**src/rtl/y86_regfile_port_ctrl_pkg.sv**
```systemverilog
// Y86-64 register-file port controller: shared icodes, register ids
// and the decoded-instruction bundle.
package y86_pkg;

  localparam logic [3:0] IHALT   = 4'h0;
  localparam logic [3:0] INOP    = 4'h1;
  localparam logic [3:0] IRRMOVQ = 4'h2;
  localparam logic [3:0] IIRMOVQ = 4'h3;
  localparam logic [3:0] IRMMOVQ = 4'h4;
  localparam logic [3:0] IMRMOVQ = 4'h5;
  localparam logic [3:0] IOPQ    = 4'h6;
  localparam logic [3:0] IJXX    = 4'h7;
  localparam logic [3:0] ICALL   = 4'h8;
  localparam logic [3:0] IRET    = 4'h9;
  localparam logic [3:0] IPUSHQ  = 4'hA;
  localparam logic [3:0] IPOPQ   = 4'hB;

  localparam logic [3:0] RNONE = 4'hF;
  localparam logic [3:0] RRSP  = 4'h4;

  typedef struct packed {
    logic [3:0] src_a;
    logic [3:0] src_b;
    logic [3:0] dst_e;
    logic [3:0] dst_m;
    logic       cmov;
    logic       invalid;
  } dec_t;

endpackage

```
**src/rtl/y86_regfile_port_ctrl_scoreboard.sv**
```systemverilog
// Y86-64 write scoreboard: one pending bit per register plus
// a count of issued instructions not yet written back.
module y86_scoreboard
  import y86_pkg::*;
(
  input  logic       clk,
  input  logic       reset,
  input  logic       set_valid,
  input  logic [3:0] set_e,
  input  logic [3:0] set_m,
  input  logic       clr_valid,
  input  logic [3:0] clr_e,
  input  logic [3:0] clr_m,
  input  logic [3:0] q_a,
  input  logic [3:0] q_b,
  input  logic [3:0] q_c,
  input  logic [3:0] q_d,
  output logic       busy_a,
  output logic       busy_b,
  output logic       busy_c,
  output logic       busy_d,
  output logic [3:0] inflight
);

  logic [14:0] pending;
  logic [15:0] pend16;
  logic [15:0] set_mask;
  logic [15:0] clr_mask;

  function automatic logic [15:0] onehot(input logic [3:0] r);
    return 16'(1) << r;
  endfunction

  // Slot 15 is RNONE and is never busy.
  assign pend16 = {1'b0, pending};

  always_comb begin
    set_mask = '0;
    clr_mask = '0;
    if (set_valid) set_mask = onehot(set_e) | onehot(set_m);
    if (clr_valid) clr_mask = onehot(clr_e) | onehot(clr_m);
  end

  always_ff @(posedge clk) begin
    if (reset) begin
      pending  <= '0;
      inflight <= '0;
    end else begin
      pending  <= (pending & ~clr_mask[14:0]) | set_mask[14:0];
      inflight <= inflight + 4'(set_valid) - 4'(clr_valid);
    end
  end

  assign busy_a = pend16[q_a];
  assign busy_b = pend16[q_b];
  assign busy_c = pend16[q_c];
  assign busy_d = pend16[q_d];

  a_wb_inflight: assert property (
    @(posedge clk) disable iff (reset)
    clr_valid |-> inflight != 4'd0);

  a_wb_pending: assert property (
    @(posedge clk) disable iff (reset)
    clr_valid |-> (clr_e == RNONE || pend16[clr_e])
               && (clr_m == RNONE || pend16[clr_m]));

endmodule

```
**src/rtl/y86_regfile_port_ctrl.sv**
```systemverilog
// Y86-64 register-file port controller: decode, hazard stall,
// issue to execute and writeback strobe generation.
module y86_regfile_port_ctrl
  import y86_pkg::*;
#(
  parameter int MAX_INFLIGHT = 4,
  parameter int W            = 64
) (
  input  logic         clk,
  input  logic         reset,
  input  logic         in_valid,
  output logic         in_ready,
  input  logic [3:0]   in_icode,
  input  logic [3:0]   in_ifun,
  input  logic [3:0]   in_ra,
  input  logic [3:0]   in_rb,
  output logic [3:0]   rf_src_a,
  output logic [3:0]   rf_src_b,
  output logic         ex_valid,
  input  logic         ex_ready,
  output logic [3:0]   ex_icode,
  output logic [3:0]   ex_dst_e,
  output logic [3:0]   ex_dst_m,
  output logic         ex_cmov,
  output logic         ex_invalid,
  input  logic         wb_valid,
  input  logic [3:0]   wb_dst_e,
  input  logic [3:0]   wb_dst_m,
  input  logic [W-1:0] wb_val_e,
  input  logic [W-1:0] wb_val_m,
  input  logic         wb_cnd,
  input  logic         wb_cmov,
  output logic         rf_we_e,
  output logic [3:0]   rf_dst_e,
  output logic [W-1:0] rf_val_e,
  output logic         rf_we_m,
  output logic [3:0]   rf_dst_m,
  output logic [W-1:0] rf_val_m,
  output logic         halted
);

  function automatic dec_t decode(
    input logic [3:0] icode,
    input logic [3:0] ifun,
    input logic [3:0] ra,
    input logic [3:0] rb
  );
    dec_t d;
    d = '{src_a: RNONE, src_b: RNONE,
          dst_e: RNONE, dst_m: RNONE,
          cmov: 1'b0, invalid: 1'b0};
    unique case (1'b1)
      icode == IRRMOVQ: begin
        d.src_a = ra;
        d.dst_e = rb;
        d.cmov  = ifun != 4'h0;
      end
      icode == IIRMOVQ: d.dst_e = rb;
      icode == IRMMOVQ: begin
        d.src_a = ra;
        d.src_b = rb;
      end
      icode == IMRMOVQ: begin
        d.src_b = rb;
        d.dst_m = ra;
      end
      icode == IOPQ: begin
        d.src_a = ra;
        d.src_b = rb;
        d.dst_e = rb;
      end
      icode == ICALL: begin
        d.src_b = RRSP;
        d.dst_e = RRSP;
      end
      icode == IRET: begin
        d.src_a = RRSP;
        d.src_b = RRSP;
        d.dst_e = RRSP;
      end
      icode == IPUSHQ: begin
        d.src_a = ra;
        d.src_b = RRSP;
        d.dst_e = RRSP;
      end
      icode == IPOPQ: begin
        d.src_a = RRSP;
        d.src_b = RRSP;
        d.dst_e = RRSP;
        d.dst_m = ra;
      end
      icode > IPOPQ: d.invalid = 1'b1;
      default: ;
    endcase
    return d;
  endfunction

  dec_t       dec;
  logic       busy_a, busy_b, busy_c, busy_d;
  logic       hazard;
  logic       accept;
  logic       halt_seen;
  logic [3:0] inflight;

  assign dec      = decode(in_icode, in_ifun, in_ra, in_rb);
  assign rf_src_a = dec.src_a;
  assign rf_src_b = dec.src_b;

  y86_scoreboard u_sb (
    .clk       (clk),
    .reset     (reset),
    .set_valid (accept),
    .set_e     (dec.dst_e),
    .set_m     (dec.dst_m),
    .clr_valid (wb_valid),
    .clr_e     (wb_dst_e),
    .clr_m     (wb_dst_m),
    .q_a       (dec.src_a),
    .q_b       (dec.src_b),
    .q_c       (dec.dst_e),
    .q_d       (dec.dst_m),
    .busy_a    (busy_a),
    .busy_b    (busy_b),
    .busy_c    (busy_c),
    .busy_d    (busy_d),
    .inflight  (inflight)
  );

  assign hazard   = busy_a | busy_b | busy_c | busy_d;
  assign in_ready = !halt_seen && !hazard
                 && (inflight < 4'(MAX_INFLIGHT))
                 && (!ex_valid || ex_ready);
  assign accept   = in_valid && in_ready;
  assign halted   = halt_seen && inflight == 4'd0;

  always_ff @(posedge clk) begin
    if (reset) begin
      ex_valid   <= 1'b0;
      ex_icode   <= 4'h0;
      ex_dst_e   <= RNONE;
      ex_dst_m   <= RNONE;
      ex_cmov    <= 1'b0;
      ex_invalid <= 1'b0;
      halt_seen  <= 1'b0;
    end else begin
      if (accept) begin
        ex_valid   <= 1'b1;
        ex_icode   <= in_icode;
        ex_dst_e   <= dec.dst_e;
        ex_dst_m   <= dec.dst_m;
        ex_cmov    <= dec.cmov;
        ex_invalid <= dec.invalid;
      end else if (ex_ready) begin
        ex_valid <= 1'b0;
      end
      if (accept && in_icode == IHALT) halt_seen <= 1'b1;
    end
  end

  // popq %rsp returns the same tag on both ports; the loaded value wins.
  assign rf_we_m  = wb_valid && wb_dst_m != RNONE;
  assign rf_we_e  = wb_valid && wb_dst_e != RNONE
                 && !(wb_cmov && !wb_cnd)
                 && wb_dst_e != wb_dst_m;
  assign rf_dst_e = wb_dst_e;
  assign rf_val_e = wb_val_e;
  assign rf_dst_m = wb_dst_m;
  assign rf_val_m = wb_val_m;

  a_ex_stable: assert property (
    @(posedge clk) disable iff (reset)
    ex_valid && !ex_ready |=> ex_valid
      && $stable({ex_icode, ex_dst_e, ex_dst_m, ex_cmov, ex_invalid}));

endmodule

```
**config.mk**
```make
export PLATFORM = sky130hd
export DESIGN_NAME = y86_regfile_port_ctrl
export DESIGN_NICKNAME = d
export VERILOG_FILES = /design/src/rtl/y86_regfile_port_ctrl_pkg.sv /design/src/rtl/y86_regfile_port_ctrl_scoreboard.sv /design/src/rtl/y86_regfile_port_ctrl.sv
export SDC_FILE = /design/constraint.sdc
export NUM_CORES = 1
export LEC_CHECK = 0
export BUFFER_PORTS_ARGS = -buffer_cell sky130_fd_sc_hd__buf_2
export CAP_MARGIN = 10
export CORE_AREA = 2 2 126 128
export CTS_CLUSTER_SIZE = 40
export DETAILED_ROUTE_END_ITERATION = 6
export DIE_AREA = 0 0 128 130
export PLACE_DENSITY = 0.57
export SYNTH_ARGS = -nofsm -noshare
export SYNTH_HDL_FRONTEND = slang
export SYNTH_SLANG_ARGS = --single-unit
```
**constraint.sdc**
```tcl
create_clock -name clk -period 2.7 [get_ports clk]
set_clock_uncertainty 0.1 [all_clocks]
set_input_delay 0.135 -clock clk [delete_from_list [all_inputs] [get_ports clk]]
set_output_delay 0.135 -clock clk [all_outputs]
set_load 0.005 [all_outputs]
```
==> results.tsv <==
stage	metric	value	unit
run_status	status	finished, violations left	
run_status	violations	negative setup slack	
yosys	synth_seq_area_share	17.0	%
cts	root_buffer	clkbuf_16	
cts	insertion_delay	0.29	ns
global_route	grt_max_degree	55	
floorplanning	die_area	16600	sq um
timing	worst_slew_pin_slew	0.934	ns
layout	final_cell_mix	buf_4 (87), buf_2 (65), nand2_1 (43)	
critical_path	cp-end-kind	flop	
layout	drive_above_1_share	35.6	%
critical_path	critPathKind	flop to flop	
detailed_routing	drc	0	
layout	area_growth	7.46	%
timing	setup_viol	1	
cts	cts_inserted_buffers	5	
floorplanning	row_count	46	
yosys	avgSynthCellArea	7.43	sq um
critical_path	crit_fanout	3	
yosys	synth_top_family_by_area	buffers and inverters	
layout	nets	704	
global_route	grt_pass1_wl	19.8	mm
detailed_routing	dr.pass1.iters	6	
timing	holdWs	0.125	ns
timing	fmax	367	MHz
detailed_routing	drt-total-wl	12.7	mm
cts	clkTransAtPathRegs	0.06	ns
yosys	synth-async-reset-ratio	0	%
layout	multi_input_area	2180	sq um
pwr	p_comb_share	38.7	%
detailed_routing	antenna_left	0	
cts	clkSinkCount	35	
layout	mostFrequentLayoutCell	buf_4	
layout	final_cell_area	4420	sq um
yosys	synthFlopType	dfxtp_1	
timing	period_share	101	%
detailed_routing	post_drt_wl_per_cell	17.3	um
critical_path	cp.arrival	2.77	ns
pwr	ir_worst_vdd	228	uV
pwr	powerDensity	501	nW/um^2
layout	fin_util	28.6	%
yosys	yosys.area_share.simple	21.9	%
detailed_routing	first_iter_violations	346	
global_route	antenna_found_initial	0	
pwr	p_leak	1.79	nW
timing	rsz0062_at_grt	true	
floorplanning	num_io_pins	322	
floorplanning	coreArea	15400	sq um
floorplanning	fp.dieW	128	um
pwr	swShare	32.9	%
yosys	ys_seq_elements	35	
pwr	p_sw	727	uW
timing	tns	-0.0276	ns
detailed_routing	vias	3789	
yosys	synthesis.area	4110	sq um
layout	fillCellCount	1686	
yosys	syn_nets	718	
timing	hold_viol	0	
placed_design	place.gp.congestion	0.939	
pwr	clkPwrFrac	34.6	%
timing	setup_ws	-0.0276	ns
cts	htreeDepth	2	
cts	cts_buffer_depth	2	
timing	final_max_slew_viol_count	0	
pwr	p_int	1.48	mW
yosys	synth-compound-area-share	21.1	%
yosys	ys_warn_count	0	
detailed_routing	vias_per_cell	5.18	
yosys	syn_inst	553	
yosys	synth_xor_area_share	1.28	%
placed_design	dpl_cell_area	4170	sq um
yosys	synth.mux.area_fraction	5.45	%
pwr	pwr-share-seq	26.7	%
global_route	track_usage	15.0	%
critical_path	worstSetupStartpointType	flop	
placed_design	hpwl	9.86	mm
yosys	yosysUniqueCellTypes	70	
cts	cts_tree	yes	
layout	antenna_cells	0	
run	maxCapViolCount	0	
critical_path	critPathRequiredTime	2.74	ns
floorplanning	start_util	26.6	%
yosys	synth_edf_count	0	
yosys	synth_adder_area_share	2.01	%
global_route	grt_pass1_vias	3723	
floorplanning	fp.dieH	130	um
min_path	hp-class	input port to flop	
placed_design	port_buffers	65	
timing	finalCriticalPeriod	2.73	ns
layout	seqCellArea	704	sq um
timing	maxSlewHeadroom	37.8	%
global_route	overflow	0	
## per-layer routing
metal | global-route usage [%] | wire (um) | vias up | share of wire, %
met5 | 0 | 0 | - | 0
met3 | 4.51 | 1200 | 50 | 9.4
met4 | 7.18 | 413 | 0 | 3.3
li1 | - | - | 1783 | -
met2 | 23.7 | 5690 | 184 | 45
met1 | 18.9 | 5370 | 1772 | 42
## sequential cells by signal (all words and copies together) (netlist names)
signal / count
ex_cmov: 1
ex_dst_e: 4
ex_dst_m: 4
ex_icode: 4
ex_invalid: 1
ex_valid: 1
halt_seen: 1
u_sb.inflight: 4
u_sb.pending: 15
## repair_timing
action	4_1_cts	5_1_grt
hold buffers	0	0
setup buffers	1	1
gates resized for setup	10	1
endpoints found under the hold margin	0	0
endpoints found under the setup margin	3	3
pin swaps	8	1
## critical path, cell delays in order, from the launching register on
cell and delay (ns):
dfxtp_2 0.34, buf_4 0.15, nor4_4 0.22, a2111oi_1 0.09
buf_4 0.14, a221oi_2 0.23, o2111ai_1 0.16, and4bb_2 0.37
nand2_4 0.07, inv_4 0.06, ha_4 0.13, fa_1 0.39
nor2b_1 0.13
## kinds of logic (layout without fill, tap and decap cells)
| group | Yosys count | after routing |
|---|---|---|
| DFF | 35 | 35 |
| and+or+nand+nor | 171 | 171 |
| adders and majority gates | 6 | 6 |
| xor gates and xnor gates | 6 | 6 |
| muxes | 18 | 18 |
| buffers and inverters | 194 | 181 |
| AOI/OAI and AO/OA | 123 | 123 |
## worst paths after layout
kind | start | to | slack, ns | cells past startpoint
worst min-delay path | ex_ready | ex_valid | 0.12 | 4
worst min register to register | ex_icode[3] | ex_icode[3] | 0.38 | 2
worst max-delay path | u_sb.pending[1] | u_sb.inflight[1] | -0.03 | 12
worst max register to register | u_sb.pending[1] | u_sb.inflight[1] | -0.03 | 12
## power by group through the flow
stage	Sequential [mW]	Clock (mW)	Combinational, mW
final	0.590	0.766	0.855
after global routing	0.598	0.802	0.946
after CTS	0.590	0.776	0.843
after detailed placement	0.600	0	0.827
after global placement	0.601	0	0.826
after floorplan	0.602	0	0.673
## synthesized netlist by cell type (3+ instances only)
cell type | number | area [sq um]
ha_1 | 5 | 62.6
a32oi_1 | 4 | 35.0
nor3b_1 | 4 | 30.0
o22ai_1 | 9 | 56.3
nor4_1 | 5 | 31.3
o31ai_1 | 7 | 52.6
clkbuf_1 | 22 | 82.6
inv_1 | 17 | 63.8
o21ai_0 | 23 | 115
a21oi_1 | 23 | 115
mux2i_1 | 13 | 130
buf_2 | 7 | 35.0
a22oi_1 | 4 | 30.0
dfxtp_1 | 35 | 701
nor3_1 | 19 | 95.1
nand2_1 | 43 | 161
o21a_1 | 4 | 30.0
o211ai_1 | 3 | 22.5
o31ai_2 | 4 | 50.1
nand2b_1 | 15 | 93.8
nor2_1 | 28 | 105
nand3b_1 | 9 | 67.6
a311oi_1 | 3 | 26.3
o32ai_1 | 7 | 61.3
or3_1 | 4 | 25.0
nand3_1 | 16 | 80.1
mux4_2 | 3 | 67.6
buf_4 | 144 | 1080
nor2b_1 | 14 | 87.6
a31oi_1 | 6 | 37.5
xnor2_1 | 6 | 52.6
## final cells by class
class                      count  share of cell area (%)
clock buffer                   5                    2.83
timing repair buffer         154                    23.1
multi-input combinational    324                    49.5
tap                          192                    5.44
inverter                      19                    1.73
clock inverter                 3                    1.53
sequential                    35                    15.9
## metrics by stage
| step | instances | setup WS (ns) | power [mW] |
|---|---|---|---|
| after floorplan | 553 | 0.0000113 | 1.27 |
| after global placement | 722 | -0.220 | 1.43 |
| after detailed placement | 722 | -0.264 | 1.43 |
| after CTS | 731 | -0.0418 | 2.21 |
| after global routing | 732 | -0.149 | 2.35 |
| final | 732 | -0.0276 | 2.21 |
No activity file was read; power rests on OpenSTA's default activity.
